## src/rtl/arq_pkg.sv

```systemverilog
// Shared types for the ARQ link transmit path: frame kinds, the output
// register state and a default-width link frame record.
package arq_pkg;

  localparam int SEQ_W_DEF  = 4;
  localparam int DATA_W_DEF = 32;

  typedef enum logic [1:0] {
    KIND_DATA      = 2'd0,
    KIND_ACK       = 2'd1,
    KIND_KEEPALIVE = 2'd2
  } frame_kind_t;

  typedef enum logic {
    ST_EMPTY = 1'b0,
    ST_FULL  = 1'b1
  } out_state_t;

  typedef struct packed {
    frame_kind_t           kind;
    logic [SEQ_W_DEF-1:0]  seq;
    logic [DATA_W_DEF-1:0] data;
  } link_frame_t;

endpackage

```

## src/rtl/arq_burst_arbiter.sv

```systemverilog
// Priority grant between ack requests and payload frames. Acks win, but
// only ACK_BURST_MAX of them in a row while a payload is waiting, so the
// payload side always makes progress.
module arq_burst_arbiter
  import arq_pkg::*;
#(
  parameter int ACK_BURST_MAX = 4
) (
  input  logic clk,
  input  logic rst,
  input  logic load,
  input  logic pay_valid,
  input  logic ack_valid,
  output logic grant_ack,
  output logic grant_data
);

  localparam int RUN_W = $clog2(ACK_BURST_MAX + 1);
  localparam logic [RUN_W-1:0] RUN_MAX = RUN_W'(ACK_BURST_MAX);

  logic [RUN_W-1:0] ack_run_q, ack_run_d;

  // Grant decision, only meaningful when the output register can take a frame.
  always_comb begin
    grant_ack  = load && ack_valid && (!pay_valid || (ack_run_q < RUN_MAX));
    grant_data = load && pay_valid && !grant_ack;
  end

  // Consecutive-ack counter; only counts acks that overtook a waiting payload.
  always_comb begin
    ack_run_d = ack_run_q;
    if (!pay_valid || grant_data) begin
      ack_run_d = '0;
    end else if (grant_ack && (ack_run_q != RUN_MAX)) begin
      ack_run_d = ack_run_q + 1'b1;
    end
  end

  // Counter register.
  always_ff @(posedge clk or posedge rst) begin
    if (rst) begin
      ack_run_q <= '0;
    end else begin
      ack_run_q <= ack_run_d;
    end
  end

endmodule

```

## src/rtl/arq_link_scheduler.sv

```systemverilog
// Transmit-side link scheduler: merges ack frames and payload frames onto
// one registered output stream. Define ARQ_SCHED_KEEPALIVE_EN to build in
// the idle keepalive generator.
module arq_link_scheduler
  import arq_pkg::*;
#(
  parameter int SEQ_W         = 4,
  parameter int DATA_W        = 32,
  parameter int ACK_BURST_MAX = 4,
  parameter int IDLE_TIMEOUT  = 255
) (
  input  logic              clk,
  input  logic              rst,
  input  logic              pay_valid,
  output logic              pay_ready,
  input  logic [SEQ_W-1:0]  pay_seq,
  input  logic [DATA_W-1:0] pay_data,
  input  logic              ack_valid,
  output logic              ack_ready,
  input  logic [SEQ_W-1:0]  ack_seq,
  output logic              out_valid,
  input  logic              out_ready,
  output logic [1:0]        out_kind,
  output logic [SEQ_W-1:0]  out_seq,
  output logic [DATA_W-1:0] out_data
);

  out_state_t        state_q, state_d;
  frame_kind_t       kind_q, kind_d;
  logic [SEQ_W-1:0]  seq_q, seq_d;
  logic [DATA_W-1:0] data_q, data_d;

  logic load_en;
  logic grant_ack, grant_data, grant_ka;

  // Register may be written when empty or when its frame leaves this cycle;
  // reset blocks all grants so no input handshake happens while held.
  assign load_en = ((state_q == ST_EMPTY) || out_ready) && !rst;

  arq_burst_arbiter #(
    .ACK_BURST_MAX(ACK_BURST_MAX)
  ) u_arb (
    .clk       (clk),
    .rst       (rst),
    .load      (load_en),
    .pay_valid (pay_valid),
    .ack_valid (ack_valid),
    .grant_ack (grant_ack),
    .grant_data(grant_data)
  );

`ifdef ARQ_SCHED_KEEPALIVE_EN
  localparam int IDLE_W = $clog2(IDLE_TIMEOUT + 1);
  localparam logic [IDLE_W-1:0] IDLE_MAX = IDLE_W'(IDLE_TIMEOUT);

  logic [IDLE_W-1:0] idle_cnt_q, idle_cnt_d;

  assign grant_ka = load_en && !grant_ack && !grant_data && (idle_cnt_q == IDLE_MAX);

  // Idle timer: restarts on every output handshake and also when a keepalive
  // is loaded, so an expired timer cannot issue back-to-back keepalives.
  always_comb begin
    idle_cnt_d = idle_cnt_q;
    if (((state_q == ST_FULL) && out_ready) || grant_ka) begin
      idle_cnt_d = '0;
    end else if ((state_q == ST_EMPTY) && !grant_ack && !grant_data &&
                 (idle_cnt_q != IDLE_MAX)) begin
      idle_cnt_d = idle_cnt_q + 1'b1;
    end
  end

  // Idle timer register.
  always_ff @(posedge clk or posedge rst) begin
    if (rst) begin
      idle_cnt_q <= '0;
    end else begin
      idle_cnt_q <= idle_cnt_d;
    end
  end
`else
  logic unused_idle_cfg;
  assign unused_idle_cfg = ^IDLE_TIMEOUT;
  assign grant_ka        = 1'b0;
`endif

  // Output register next state: load the granted frame, or drain to empty.
  always_comb begin
    state_d = state_q;
    kind_d  = kind_q;
    seq_d   = seq_q;
    data_d  = data_q;
    if (load_en) begin
      if (grant_ack) begin
        state_d = ST_FULL;
        kind_d  = KIND_ACK;
        seq_d   = ack_seq;
        data_d  = '0;
      end else if (grant_data) begin
        state_d = ST_FULL;
        kind_d  = KIND_DATA;
        seq_d   = pay_seq;
        data_d  = pay_data;
      end else if (grant_ka) begin
        state_d = ST_FULL;
        kind_d  = KIND_KEEPALIVE;
        seq_d   = '0;
        data_d  = '0;
      end else begin
        state_d = ST_EMPTY;
      end
    end
  end

  // Output register; reset discards any held frame immediately.
  always_ff @(posedge clk or posedge rst) begin
    if (rst) begin
      state_q <= ST_EMPTY;
      kind_q  <= KIND_DATA;
      seq_q   <= '0;
      data_q  <= '0;
    end else begin
      state_q <= state_d;
      kind_q  <= kind_d;
      seq_q   <= seq_d;
      data_q  <= data_d;
    end
  end

  assign out_valid = (state_q == ST_FULL);
  assign out_kind  = kind_q;
  assign out_seq   = seq_q;
  assign out_data  = data_q;
  assign pay_ready = grant_data;
  assign ack_ready = grant_ack;

endmodule

```

## config.mk

```make
export PLATFORM = sky130hd
export DESIGN_NAME = arq_link_scheduler
export DESIGN_NICKNAME = d
export VERILOG_FILES = /design/src/rtl/arq_pkg.sv /design/src/rtl/arq_burst_arbiter.sv /design/src/rtl/arq_link_scheduler.sv
export SDC_FILE = /design/constraint.sdc
export NUM_CORES = 1
export LEC_CHECK = 0
export BUFFER_PORTS_ARGS = -buffer_cell sky130_fd_sc_hd__buf_2
export CAP_MARGIN = 10
export CORE_AREA = 8 8 80 82
export DETAILED_ROUTE_END_ITERATION = 7
export DIE_AREA = 0 0 88 90
export GPL_ROUTABILITY_DRIVEN = 0
export HOLD_SLACK_MARGIN = 0.03
export SLEW_MARGIN = 30
export SYNTH_ARGS = -nofsm -noshare
export SYNTH_HDL_FRONTEND = slang
export SYNTH_SLANG_ARGS = --single-unit
```

## constraint.sdc

```tcl
create_clock -name clk -period 3.08 [get_ports clk]
set_input_delay 0 -clock clk [delete_from_list [all_inputs] [get_ports clk]]
set_output_delay 0 -clock clk [all_outputs]
set_load 0.05 [all_outputs]
```

==> out/results.ini <==
[status]
status=finished, final reports clean

[grt]
grt_first_pass_wirelength_um=8520
antenna_found_initial=0
grt_overflow_total=0
track_usage=0.133
grt_max_degree=34
grt_pass1_vias=1700

[route]
vias=1555
wire_per_inst_um=15.5
ant_nets=0
routed_wl_um=5150
drtPass1Iterations=4
drc=0
viasPerCell=4.68
drt_iter0_drc=48

[worst_setup_path]
path_max_fanout=32
worst_setup_path_end_kind=register
criticalPathCategory=in -> reg
r2r_cells=3
crit_required_ns=3.25
cp-start-kind=input pin
cp.arrival_ns=2.59

[layout]
fin_util=0.518
diodes=0
design_area_um2=2710
drive_above_1_share=0.385
area_growth_pct=57.7
fillerInstances=488
final_cells=332
final_nets=306

[floorplan]
core-area_um2=5240
dieArea_um2=7920
std_cell_rows=27
die_y_um=90
dieWidth_um=88
start_util=0.329
io_pins=86

[sta]
slew_violations=0
fin_tns_setup_ns=0
hold_violations=0
tightest_slew_ns=0.712
timing.fmax_mhz=413
fin_skew_ns=0.00473
period_share=0.786
setup_viol=0
fin_ws_ns=0.658
rsz0062_at_grt=false
min_period_ns=2.42
fin_hold_ws_ns=0.0894
relSlewSlack=0.524

[placement]
portBuffers=84
dpl.cell_count=281
dpl_worst_slack_ns=0.982
hpwl_um=3430
dpl_cell_area_um2=2170

[synthesis]
synthTopCellsByCount=dfrtp_1 (41), a22o_1 (32), a31oi_1 (8)
yosysUniqueCellTypes=30
synth_nets=181
synthTopCellsByArea=dfrtp_1 (60%), a22o_1 (16%), a31oi_1 (2.9%)
ys_ff_latch=41
syn_avg_cell_area_um2=12.8
synth-main-ff-cell=dfrtp_1
synthCells=134
synth-warning-count=0
synth-edff-count=0
seq_area_frac_synth=0.596
synthArstFlopShare=1.00
synth_most_common_cell=dfrtp_1
netlist_area_um2=1720
synth_top_area_frac=0.596
yosysTopAreaCell=dfrtp_1

[pwr]
powerDensity_nw_per_um2=585
p_leak_nw=1.38
irDropWorstVdd_v=0.000277
p_total_mw=1.59

[clock_network]
cts_resized=0
path_clk_slew_ns=0.08
cts_buffer_depth=2
cts_tree=yes
cts.sinks=41
htreeDepth=2
root_buffer=clkbuf_8
post_cts_buffers=0
numCtsBuffers=5
cts_hold_buf=43
clk_latency_ns=0.28

[run]
cap_violations=0

[worst_hold_path]
hold_path.class=in -> reg
whs_path_depth=3

## flip-flops by register name (all words and copies together), names as in the netlist
name and cells:
out_data 32, out_kind 1, out_seq 4, out_valid 1, u_arb.ack_run_q 3
## cell type report
cell class	instances	area [um2]	share of cell area
clock buffer	7	86.3	0.0318
inverter	5	18.8	0.00692
timing repair buffer	130	873	0.322
sequential	41	1030	0.378
multi-input combinational	76	589	0.217
tap	72	90.1	0.0332
clock inverter	1	30.0	0.0111
## layer usage
metal	track usage	part of all wire
met5	0	0
met2	0.227	0.51
met4	0.0373	0.0099
met3	0.0364	0.058
met1	0.157	0.42
## critical path, cell delays in order
cell and delay (ns):
dlygate4sd3_1 0.53, buf_2 0.20, inv_2 0.50, buf_4 0.39, and3_1 0.27, a31oi_1 0.10, dlygate4sd3_1 0.57
## worst paths after layout
| kind | startpoint | end | slack [ns] |
|---|---|---|---|
| setup / recovery | rst | out_seq[0]$_DFFE_PP0P_ | 0.66 |
| hold / removal | ack_valid | u_arb.ack_run_q[2]$_DFFE_PP0P_ | 0.09 |
| setup reg to reg | out_valid$_DFFE_PP0N_ | out_data[16]$_DFFE_PP0P_ | 0.97 |
| hold reg to reg | out_kind[0]$_DFFE_PP0P_ | out_kind[0]$_DFFE_PP0P_ | 0.49 |
| max in group asynchronous | rst | out_data[9]$_DFFE_PP0P_ | 1.89 |
| min in group asynchronous | rst | out_kind[0]$_DFFE_PP0P_ | 0.47 |
## cells in the final DEF, fill, tap and decap left out, drive strengths merged, types with 2 or more instances in the layout
cell type / instances
dlygate4sd3: 43
clkbuf: 7
nor2b: 3
a21oi: 2
inv: 5
nand3: 2
nand4: 6
o31ai: 5
a31oi: 8
buf: 87
a22o: 32
o21ai: 3
dfrtp: 41
ha: 2
## kinds of logic after synthesis
group	count (synthesis)	synth area share
flops	41	0.596
compound gates	55	0.253
simple gates	18	0.0727
fa+ha+maj	2	0.0145
other cells	1	0.00218
buf+inv	17	0.0611
## report_power, final
part / internal [mW] / total [mW] / switching, mW / leakage (nW)
combinational: 0.164 / 0.510 / 0.347 / 0.788
clock: 0.264 / 0.441 / 0.177 / 0.0585
sequential: 0.600 / 0.635 / 0.0348 / 0.536
Power figures use the tool's default switching activity.
